<file path="src/rtl/tone_pkg.sv">
// Shared note constants and the violin divider table used by the tone
// generator and the tone decoder.
package tone_pkg;

    localparam int NOTE_W = 5;
    localparam logic [NOTE_W-1:0] NOTE_SILENCE = '0;
    localparam int NUM_NOTES = 17;
    localparam int M_W = 11;

    typedef enum logic [1:0] {
        ST_IDLE,
        ST_MEASURE,
        ST_SEARCH
    } dec_state_t;

    // Period of each note code in units of 2^SHIFT clocks; code 0 has no entry.
    function automatic logic [M_W-1:0] note_div(input logic [NOTE_W-1:0] k);
        case (k)
            5'd1:    note_div = 11'd948;
            5'd2:    note_div = 11'd844;
            5'd3:    note_div = 11'd797;
            5'd4:    note_div = 11'd710;
            5'd5:    note_div = 11'd632;
            5'd6:    note_div = 11'd596;
            5'd7:    note_div = 11'd531;
            5'd8:    note_div = 11'd473;
            5'd9:    note_div = 11'd421;
            5'd10:   note_div = 11'd398;
            5'd11:   note_div = 11'd354;
            5'd12:   note_div = 11'd315;
            5'd13:   note_div = 11'd297;
            5'd14:   note_div = 11'd265;
            5'd15:   note_div = 11'd236;
            5'd16:   note_div = 11'd210;
            5'd17:   note_div = 11'd198;
            default: note_div = '0;
        endcase
    endfunction

endpackage

</file>
<file path="src/rtl/tone_decoder_note_matcher.sv">
// Sequential table search: one divider entry per clock, codes 1..17, first
// entry within +/- D>>5 of the measured period wins.
module note_matcher
    import tone_pkg::*;
(
    input  logic              clk,
    input  logic              rst,
    input  logic              start,
    input  logic [M_W-1:0]    m,
    output logic              done,
    output logic [NOTE_W-1:0] code,
    output logic              matched
);

    logic              busy;
    logic              found;
    logic [NOTE_W-1:0] k;
    logic [NOTE_W-1:0] found_code;
    logic [M_W-1:0]    m_q;
    logic [M_W-1:0]    d;
    logic [11:0]       diff;
    logic              hit;

    always_comb begin
        d       = note_div(k);
        diff    = (m_q >= d) ? ({1'b0, m_q} - {1'b0, d}) : ({1'b0, d} - {1'b0, m_q});
        hit     = busy && (diff <= {6'd0, d[M_W-1:5]});
        done    = busy && (k == NOTE_W'(NUM_NOTES));
        matched = found || hit;
        code    = found ? found_code : (hit ? k : NOTE_SILENCE);
    end

    // A new start restarts the walk even if a search is in flight.
    always_ff @(posedge clk) begin
        if (rst) begin
            busy       <= 1'b0;
            found      <= 1'b0;
            k          <= '0;
            found_code <= '0;
            m_q        <= '0;
        end else if (start) begin
            busy       <= 1'b1;
            found      <= 1'b0;
            k          <= 5'd1;
            found_code <= '0;
            m_q        <= m;
        end else if (busy) begin
            if (hit && !found) begin
                found      <= 1'b1;
                found_code <= k;
            end
            if (done) busy <= 1'b0;
            else      k    <= k + 1'b1;
        end
    end

endmodule

</file>
<file path="src/rtl/tone_decoder.sv">
// Measures the period of a 1-bit tone, matches it against the note table and
// emits one event per stable note change with the previous note's duration.
module tone_decoder
    import tone_pkg::*;
#(
    parameter int SHIFT     = 7,
    parameter int STABLE    = 4,
    parameter int BEAT_LOG2 = 22,
    parameter int CNT_W     = 18   // period counter width; cnt[SHIFT +: 11] is the unit field
) (
    input  logic              clk,
    input  logic              rst,
    input  logic              tone_in,
    output logic              event_valid,
    output logic [NOTE_W-1:0] event_note,
    output logic [7:0]        event_dur,
    output logic [NOTE_W-1:0] locked_note
);

    localparam logic [CNT_W-1:0] CNT_MAX = '1;

    logic [2:0]           sync_q;
    logic                 rise;
    logic [CNT_W-1:0]     cnt;
    logic [CNT_W-1:0]     cnt_p1;
    logic                 sat;
    logic [M_W-1:0]       m;
    logic                 start;
    logic                 done;
    logic                 matched;
    logic [NOTE_W-1:0]    code;
    dec_state_t           state, state_n;
    logic [NOTE_W-1:0]    cand, cand_n;
    logic [3:0]           stab, stab_n;
    logic                 fire;
    logic [NOTE_W-1:0]    fire_note;
    logic [BEAT_LOG2-1:0] pre;
    logic                 tick;
    logic [7:0]           beat;

    // cnt lags the true elapsed count by one, so capture from cnt_p1.
    always_comb begin
        rise   = sync_q[1] & ~sync_q[2];
        cnt_p1 = (cnt == CNT_MAX) ? cnt : cnt + 1'b1;
        sat    = (cnt == CNT_MAX) && !rise;
        m      = cnt_p1[SHIFT +: M_W];
        start  = rise && (state != ST_IDLE);
        tick   = &pre;
    end

    note_matcher u_matcher (
        .clk     (clk),
        .rst     (rst),
        .start   (start),
        .m       (m),
        .done    (done),
        .code    (code),
        .matched (matched)
    );

    always_comb begin
        state_n   = state;
        cand_n    = cand;
        stab_n    = stab;
        fire      = 1'b0;
        fire_note = NOTE_SILENCE;
        if (sat) begin
            state_n = ST_IDLE;
            cand_n  = NOTE_SILENCE;
            stab_n  = '0;
            fire    = (locked_note != NOTE_SILENCE);
        end else begin
            case (state)
                ST_IDLE:    if (rise) state_n = ST_MEASURE;
                ST_MEASURE: if (rise) state_n = ST_SEARCH;
                ST_SEARCH: begin
                    if (rise) begin
                        // abandoned search counts as unmatched; new one already started
                        cand_n = NOTE_SILENCE;
                        stab_n = '0;
                    end else if (done) begin
                        state_n = ST_MEASURE;
                        if (!matched) begin
                            cand_n = NOTE_SILENCE;
                            stab_n = '0;
                        end else if (code == cand) begin
                            stab_n = (stab == 4'd15) ? stab : stab + 4'd1;
                        end else begin
                            cand_n = code;
                            stab_n = 4'd1;
                        end
                        if (stab_n >= 4'(STABLE) && cand_n != locked_note) begin
                            fire      = 1'b1;
                            fire_note = cand_n;
                        end
                    end
                end
                default: state_n = ST_IDLE;
            endcase
        end
    end

    always_ff @(posedge clk) begin
        if (rst) begin
            sync_q      <= '0;
            cnt         <= '0;
            state       <= ST_IDLE;
            cand        <= '0;
            stab        <= '0;
            event_valid <= 1'b0;
            event_note  <= '0;
            event_dur   <= '0;
            locked_note <= '0;
            pre         <= '0;
            beat        <= '0;
        end else begin
            sync_q      <= {sync_q[1:0], tone_in};
            cnt         <= rise ? '0 : cnt_p1;
            state       <= state_n;
            cand        <= cand_n;
            stab        <= stab_n;
            event_valid <= fire;
            pre         <= pre + 1'b1;
            if (fire) begin
                event_note  <= fire_note;
                event_dur   <= beat;
                locked_note <= fire_note;
                beat        <= '0;
            end else if (tick && beat != 8'hff) begin
                beat <= beat + 8'd1;
            end
        end
    end

endmodule

</file>
<file path="config.mk">
export PLATFORM = sky130hd
export DESIGN_NAME = tone_decoder
export DESIGN_NICKNAME = d
export VERILOG_FILES = /design/src/rtl/tone_pkg.sv /design/src/rtl/tone_decoder_note_matcher.sv /design/src/rtl/tone_decoder.sv
export SDC_FILE = /design/constraint.sdc
export NUM_CORES = 1
export LEC_CHECK = 0
export CORE_ASPECT_RATIO = 0.6
export CORE_MARGIN = 2
export CORE_UTILIZATION = 40
export CTS_CLUSTER_DIAMETER = 100
export DETAILED_ROUTE_END_ITERATION = 8
export GPL_TIMING_DRIVEN = 0
export PLACE_DENSITY_LB_ADDON = 0.25
export SYNTH_ARGS = -nofsm -noshare
export SYNTH_HDL_FRONTEND = slang
export SYNTH_SLANG_ARGS = --single-unit
export TNS_END_PERCENT = 30
</file>
<file path="constraint.sdc">
create_clock -name clk -period 6.6 [get_ports clk]
set_clock_uncertainty 0.2 [all_clocks]
set_input_delay 0.99 -clock clk [delete_from_list [all_inputs] [get_ports clk]]
set_output_delay 0.99 -clock clk [all_outputs]
set_load 0.01 [all_outputs]
</file>
==> results.txt, run 1 <==
- Among all stages on the critical path, the largest delay is contributed by sky130_fd_sc_hd__o41a_4.
- Timing analysis after detailed placement gives a worst setup slack of -0.7127 ns.
* Layout cells sized above 1: 13.03%
- Initial antenna violation count: 0
* Cell Area, Synth: 0.006037 sq mm
- Max-capacitance violation count: 0
* Maximum frequency from static timing analysis: 159.5 MHz
- Critical-path maximum fanout: 10
* Worst Hold Launch: sync_q[0]$_SDFF_PP0_
* Data arrival time of the worst path: 6.27 ns
- The setup path with the least slack is of type register to register.
- Row count: 34
* Mean routed wirelength per cell: 15.47 microns
- At the pin with the least slew margin, the transition time is 0.7423 ns.
* Origin of the worst setup path: u_matcher.k[1]$_SDFFE_PP0P_
- Pwr Density: 174.6 mW/mm^2
- Layout filler cell count: 1425
- The initial utilization of the core area, before any placement, comes to 41.25%.
- Final total power: 1.238 mW
* Global-route wire length before repair: 24770 microns
* Number of vias per cell: 5.376
- Number of nets with antenna violations after routing: 0
- 0 antenna diodes ended up in the layout.
- The largest single stage delay on the critical path is 0.55 ns.
* H-tree level count: 3
* Worst R2R Path Depth: 29
* Buffers from clock root to sink, at most: 2
* GP Congestion: 0.9169
* Grt total ovfl: 0
* Peak supply drop: 0.1059 mV
* Min Clock Period, post-route: 6.271 ns
- After detailed placement, the total cell area comes to 0.006495 sq mm.
- Hold Path Cell Cnt: 1
* Via count of the routed design: 5274
* Synthesis-stage register bit count: 99
- TritonCTS built the clock tree.
- sky130_fd_sc_hd__nor2_1 is the most common cell in the netlist.
* Count of flip-flops with a built-in enable after synthesis: 0
- Leakage power summed over all cells: 2.750 nW
* Worst min-delay path class: register to register
- Wires add up to 15180 microns.
- Origin of the critical flop-to-flop path: u_matcher.k[1]$_SDFFE_PP0P_
* Final-report hold violation count: 0
- Async set-reset flop share out of synthesis: 0%
- Synthesized Nets: 770
- Die width: 162.6 microns
* Register-to-Register Setup Slack: 0.33 ns
- After legalization and detailed placement, the total HPWL measured 11320 microns.
- Final worst slack: 0.3290 ns
- CP Capture Type: register
- Buffers added on ports: 21
* Share of the clock period used by the worst path after layout: 95.01%
- After routing, the total negative slack on setup checks comes to 0 ns.
* Synthesis-to-finish area growth: 17.43%
- Part of the Yosys area used for sequential elements: 32.83%
- Post-route DRC violation count: 0
- The largest total area in the synthesized netlist belongs to sky130_fd_sc_hd__dfxtp_1.
- The sequential cells in the finished layout cover a total of 0.001991 sq mm.
- For this run, the leading register cell type out of synthesis is sky130_fd_sc_hd__dfxtp_1.
- GRT Resource Usage Total: 19.29%
- In this run the standard cell core region covers 0.01463 sq mm.
- By area the synthesized netlist is led by sky130_fd_sc_hd__dfxtp_1 33%, sky130_fd_sc_hd__ha_1 7.9%, sky130_fd_sc_hd__nor2_1 6.5%.
- For this run, the share of the core covered by cells in the final layout is 48.44%.
* Pins Over Slew Limit: 0
- Number of standard cells after synthesis: 727
- Die H: 99.16 microns
- Total number of nets in the final design: 821
- I/O pin total: 22
- Fraction of post-synthesis cell area in the top cell type by area: 32.83%
- Worst EP required: 6.60 ns
* Overall die area: 0.01612 sq mm
* Cell types with the highest counts after synthesis: 105 x sky130_fd_sc_hd__nor2_1, 99 x sky130_fd_sc_hd__dfxtp_1, 48 x sky130_fd_sc_hd__nand2_1
- Mean post-synth cell area: 8.304 sq um
* Final Instance Area: 0.007089 sq mm
- Clock tree sinks: 99
- After clock tree synthesis, the clock-pin slew on the worst setup and hold paths is 0.07 ns.
- Measured against its own limit, the worst slew margin works out to 50.18%.
- CTS Root Cell: sky130_fd_sc_hd__clkbuf_16
- Final Setup Violations: 0
- DRC marker count from the first detailed-route iteration: 518
* Outcome: finished clean
- The first detailed-routing pass took 5 iterations.
- Entering global routing, the biggest net connects 16 pins.
- Via count of the first global-routing pass: 4937
- Hold buffer count at cts: 0
* Kind of start point of the critical path: register
- Yosys cell types: 69
- The Yosys step of the flow raised 0 warnings.
* TritonCTS Buffers: 9
* Clock Latency Late Sink: 0.34 ns
- In the final layout, the multi-input gates occupy 0.003832 sq mm.
report_power, final:
group	internal, mW	switching (mW)	leakage, nW
Clock	0.254	0.224	0.125
Sequential	0.602	0.00507	0.801
Combinational	0.0617	0.0911	1.82
Total	0.918	0.320	2.75
per-layer routing:
metal / track usage, % / vias up / wire length [microns]
li1: - / 2622 / -
met1: 29.23 / 2490 / 8120
met2: 27.76 / 150 / 6043
met3: 4.254 / 12 / 884
met4: 4.425 / 0 / 129
met5: 0 / - / 0
worst paths after layout:
check,end
min,sync_q[1]$_SDFF_PP0_
max,beat[4]$_SDFFE_PP0P_
max reg2reg,beat[4]$_SDFFE_PP0P_
min reg2reg,sync_q[1]$_SDFF_PP0_
registers in the layout, summed over array words and instances, names as in the netlist:
signal and count:
u_matcher.found 1, u_matcher.k 5, u_matcher.busy 1, locked_note 5, pre 22, sync_q 3
cand 5, beat 8, u_matcher.m_q 11, state 2, event_dur 8, stab 4
cnt 18, u_matcher.found_code 5, event_valid 1
cell usage in the layout, fill, tap and decap left out, drive strengths merged, types with 5 or more instances in the layout:
cell type      instances
nor2                 105
nand3                 18
inv                   36
mux2i                 22
xor2                  31
o21a                   8
xnor2                 26
and4                   6
nand2b                21
and3                   9
o2bb2ai                5
o22ai                  9
a211oi                14
nor3                  24
nand2                 48
clkbuf                32
nor2b                 13
nand4                 18
clkdlybuf4s50         21
dfxtp                 99
a21oi                 43
clkinvlp               6
ha                    38
o21ai                 26
buf                   36
a31oi                  5
critical path: cells and delay by family, from the launching register on:
family / cells / cell delay, ns
muxes: 1 / 0.21
and+or+nand+nor: 7 / 0.97
DFF: 1 / 0.37
buffers and inverters: 6 / 0.86
adders and majority gates: 3 / 0.79
AOI/OAI and AO/OA: 10 / 2.21
xor gates and xnor gates: 2 / 0.50
metrics by stage:
step | hold slack (ns) | instances
floorplan | 0.2132 | 727
global placement | 0.2250 | 946
detailed placement | 0.2283 | 946
CTS | 0.2452 | 966
global route | 0.2611 | 981
finish | 0.2455 | 981
final cells by class:
class	count	area share, %
inverter	40	2.330
tap	198	3.495
buffer	36	2.965
timing repair buffer	42	5.365
sequential	99	28.08
clock inverter	5	0.4236
multi-input combinational	550	54.06
clock buffer	11	3.283
logic make-up (layout without fill, tap and decap cells):
family / Yosys count / after routing / synth area share [%]
xor gates and xnor gates: 57 / 57 / 8.269
DFF: 99 / 99 / 32.83
adders and majority gates: 40 / 40 / 8.539
AOI/OAI and AO/OA: 148 / 148 / 16.89
and+or+nand+nor: 281 / 281 / 23.65
muxes: 24 / 24 / 4.021
buffers and inverters: 78 / 134 / 5.803
timing repair:
| item | 4_1_cts | 5_1_grt |
|---|---|---|
| buffers inserted | 4 | 17 |
| endpoints found under the setup margin | 26 | 26 |
| resized for setup | 10 | 30 |
| pin swaps | 4 | 14 |
| gates cloned | 0 | 0 |
No activity file was read; power rests on OpenSTA's default activity.
==> run 2, diff against run 1 <==
--- a/config.mk
+++ b/config.mk
@@ -7,10 +7,9 @@
 export LEC_CHECK = 0
 export CORE_ASPECT_RATIO = 0.6
 export CORE_MARGIN = 2
-export CORE_UTILIZATION = 40
+export CORE_UTILIZATION = 32
 export CTS_CLUSTER_DIAMETER = 100
 export DETAILED_ROUTE_END_ITERATION = 8
-export GPL_TIMING_DRIVEN = 0
 export PLACE_DENSITY_LB_ADDON = 0.25
 export SYNTH_ARGS = -nofsm -noshare
 export SYNTH_HDL_FRONTEND = slang
==> run 2 against run 1 <==
Against the previous run: setup slack improved by 0.15 ns; sequential share of layout area up 1.2 points; first-iteration DRC count down 32%; critical path type unchanged; register-to-register slack improved by 0.15 ns.
==> results.txt, run 2 (synthesis gave the netlist of run 1 again) <==
- Fin Hold WS: 0.2401 ns
* Leading cell type in the layout, fill and taps excluded: sky130_fd_sc_hd__nor2_1
- After detailed routing, the total wire length is 14470 microns.
- The worst setup path is captured at a register.
- DRC marker count from the first detailed-route iteration: 350
* Placement-stage cell area: 0.006447 sq mm
* Peak supply drop: 0.1191 mV
- Summed over all nets, wire length on met3 after detailed routing comes to 1248 microns.
- The initialized floorplan defines 38 standard-cell rows.
- Setup fix buffers added after clock tree synthesis: 0
- Final Instance Area: 0.006782 sq mm
- Total power for the finished layout comes to 1.317 mW.
- Routed met2 length: 4829 microns
- Entering global routing, the biggest net connects 68 pins.
- The count of cells in the finished layout, fillers not included, comes to 980.
- Clock Latency Late Sink: 0.35 ns
- In the routed design, unresolved DRC markers number 0.
- DRT Pass-1 Iters: 5
- In the final routing, the length of wire on met1 measures 8273 microns.
* Number of vias per cell: 5.049
* Final Setup Violations: 0
- Critical-path top delay cell: sky130_fd_sc_hd__dfxtp_1
- At the placement stage, the worst setup path has a slack of 0.3009 ns.
- Pwr Density: 194.2 mW/mm^2
* Max reg flops: 22
- In this run, CTS created clock tree buffers numbering 9.
* Ordered cell list for the critical path: inv_1, mux2i_1, mux2_2, o22ai_1, ha_1, a21oi_1, o22ai_1, a211oi_4, mux2i_1, ha_1, nor2b_1, o21ai_0, nand2b_1, a211oi_1, o21a_1, nand3_2, o41a_2, xor2_1, nand3_1, or3_1, a21boi_1, buf_4, mux2i_1
- The H-tree was split into 3 levels.
- The tightest min-delay check is of the register to register type.
- In this design, the stage delay of the slowest critical-path cell is 0.58 ns.
* Data arrival time of the worst path: 6.19 ns
* DP Cell Count: 964
* Number of nets with antenna violations after routing: 0
- The core region is 0.01826 sq mm.
- The first global-routing pass estimated 23980 microns of wire.
- Initial cell density of the core: 33.07%
- Maximum frequency from static timing analysis: 163.4 MHz
* CTS tree: built
- Leaving out fill and tap cells, the most frequent cells in the layout are 105 x sky130_fd_sc_hd__nor2_1, 98 x sky130_fd_sc_hd__dfxtp_1, 48 x sky130_fd_sc_hd__nand2_1, 40 x sky130_fd_sc_hd__a21oi_1.
- Leakage power summed over all cells: 2.604 nW
- Summed over all nets, the half-perimeter wirelength after detailed placement is 10950 microns.
- Unrepaired setup endpoints after global routing: false
- The post-route netlist has 8.514% of its cells at a drive strength greater than 1.
* Worst slew margin relative to its limit: 48.00%
- Critical-path maximum fanout: 13
- Summed negative setup slack over all endpoints: 0 ns
- Global routing used 15.14% of the available tracks across all layers.
* GP Congestion: 0.9244
- Via count of the first global-routing pass: 4457
- The run finished with clean final reports.
- Across all setup checks in the final design, the least slack found is 0.4799 ns.
- The final-report hold violation count came to 0.
- Relative to the synthesized area, the layout overhead comes to 12.33%.
- Kind of start point of the critical path: register
- Share of the core filled with cells: 37.14%
- Biggest registers after layout: pre (22), cnt (18), u_matcher.m_q (11)
- Ant diodes: 0
- Top routing layer in use: met4
- In the final routed layout, each cell accounts on average for 14.77 microns.
- For the pin with the worst max-slew slack, the measured transition is 0.7748 ns.
- In this run the tool buffered the top-level ports with 21 buffer cells.
- The floorplan step defined a die boundary enclosing 0.02002 sq mm.
* CTS Root Cell: sky130_fd_sc_hd__clkbuf_16
- The die is 110.4 microns tall.
- For this run the aggregate overflow at the end of global routing stands at 0.
- Layout filler cell count: 1922
- Buffers from clock root to sink, at most: 2
- Pins Over Slew Limit: 0
- Counting every sink on the clock net gives 99.
- The final layout contains 778 nets.
* I/O pin total: 22
- Die width: 181.3 microns
* Initial antenna violation count: 0
- The number of buffers and inverters on the critical path is 2.
- Clock slew seen by the registers of the worst setup and hold paths: 0.07 ns
- Cell family with the largest share of critical-path delay: compound AO/OA/AOI/OAI gates
* Min Clock Period, post-route: 6.120 ns
* Via count of the routed design: 4948
- Share of the clock period used by the worst path after layout: 92.73%
- For the worst setup path, the data required time is 6.67 ns.
- Most common cell on crit path: sky130_fd_sc_hd__mux2i_1
- The tool flagged a number of max-cap violations equal to 0.
* Start-to-end type of the worst setup path: register to register
- Top reg by flops: pre
run 2: changes by cell type in the layout (fill, tap and decap cells not counted), moves of 3 or more:
| cell | before | now |
|---|---|---|
| sky130_fd_sc_hd__clkbuf_1 | 19 | 0 |
| sky130_fd_sc_hd__buf_4 | 26 | 14 |
| sky130_fd_sc_hd__buf_6 | 4 | 0 |
| sky130_fd_sc_hd__clkinvlp_4 | 6 | 2 |
| sky130_fd_sc_hd__clkbuf_2 | 3 | 0 |
run 2: area by class of cell:
cell class / count / area [sq um] / share of cell area, %
clock buffers: 9 / 225.2 / 3.321
multi-input cells: 550 / 3712 / 54.74
flip-flops and latches: 99 / 1983 / 29.24
inverters: 40 / 150.1 / 2.214
clock inverters: 7 / 100.1 / 1.476
repair buffers: 35 / 310.3 / 4.576
well taps: 240 / 300.3 / 4.428
run 2: power breakdown:
part / internal, mW / switching (mW)
Combinational: 0.0534 / 0.0814
Sequential: 0.602 / 0.00577
Clock: 0.335 / 0.238
Total: 0.991 / 0.326
run 2: path summary, 6_finish.rpt:
kind                                                   from                   endpoint  slack, ns  cells past startpoint
worst max-delay path            u_matcher.k[4]$_SDFFE_PP0P_  event_dur[2]$_SDFFE_PP0P_       0.48                     23
worst min-delay path                   sync_q[0]$_SDFF_PP0_       sync_q[1]$_SDFF_PP0_       0.24                      1
worst max register to register  u_matcher.k[4]$_SDFFE_PP0P_  event_dur[2]$_SDFFE_PP0P_       0.48                     23
worst min register to register         sync_q[0]$_SDFF_PP0_       sync_q[1]$_SDFF_PP0_       0.24                      1
run 2: metal layers:
layer	vias up	global-route usage, %
met5	-	0
met2	152	18.77
met4	0	2.787
met3	13	4.665
met1	2251	24.41
li1	2532	-
run 2: repair_timing:
item	in CTS	in global routing
setup endpoints to repair	0	25
resized for setup	0	3
hold buffers	0	0
==> run 3, diff against run 2 <==
--- a/config.mk
+++ b/config.mk
@@ -5,6 +5,7 @@
 export SDC_FILE = /design/constraint.sdc
 export NUM_CORES = 1
 export LEC_CHECK = 0
+export CAP_MARGIN = 20
 export CORE_ASPECT_RATIO = 0.6
 export CORE_MARGIN = 2
 export CORE_UTILIZATION = 32
==> results of run 3 <==
The final DEF is identical to that of run 2; final timing and power are the same.
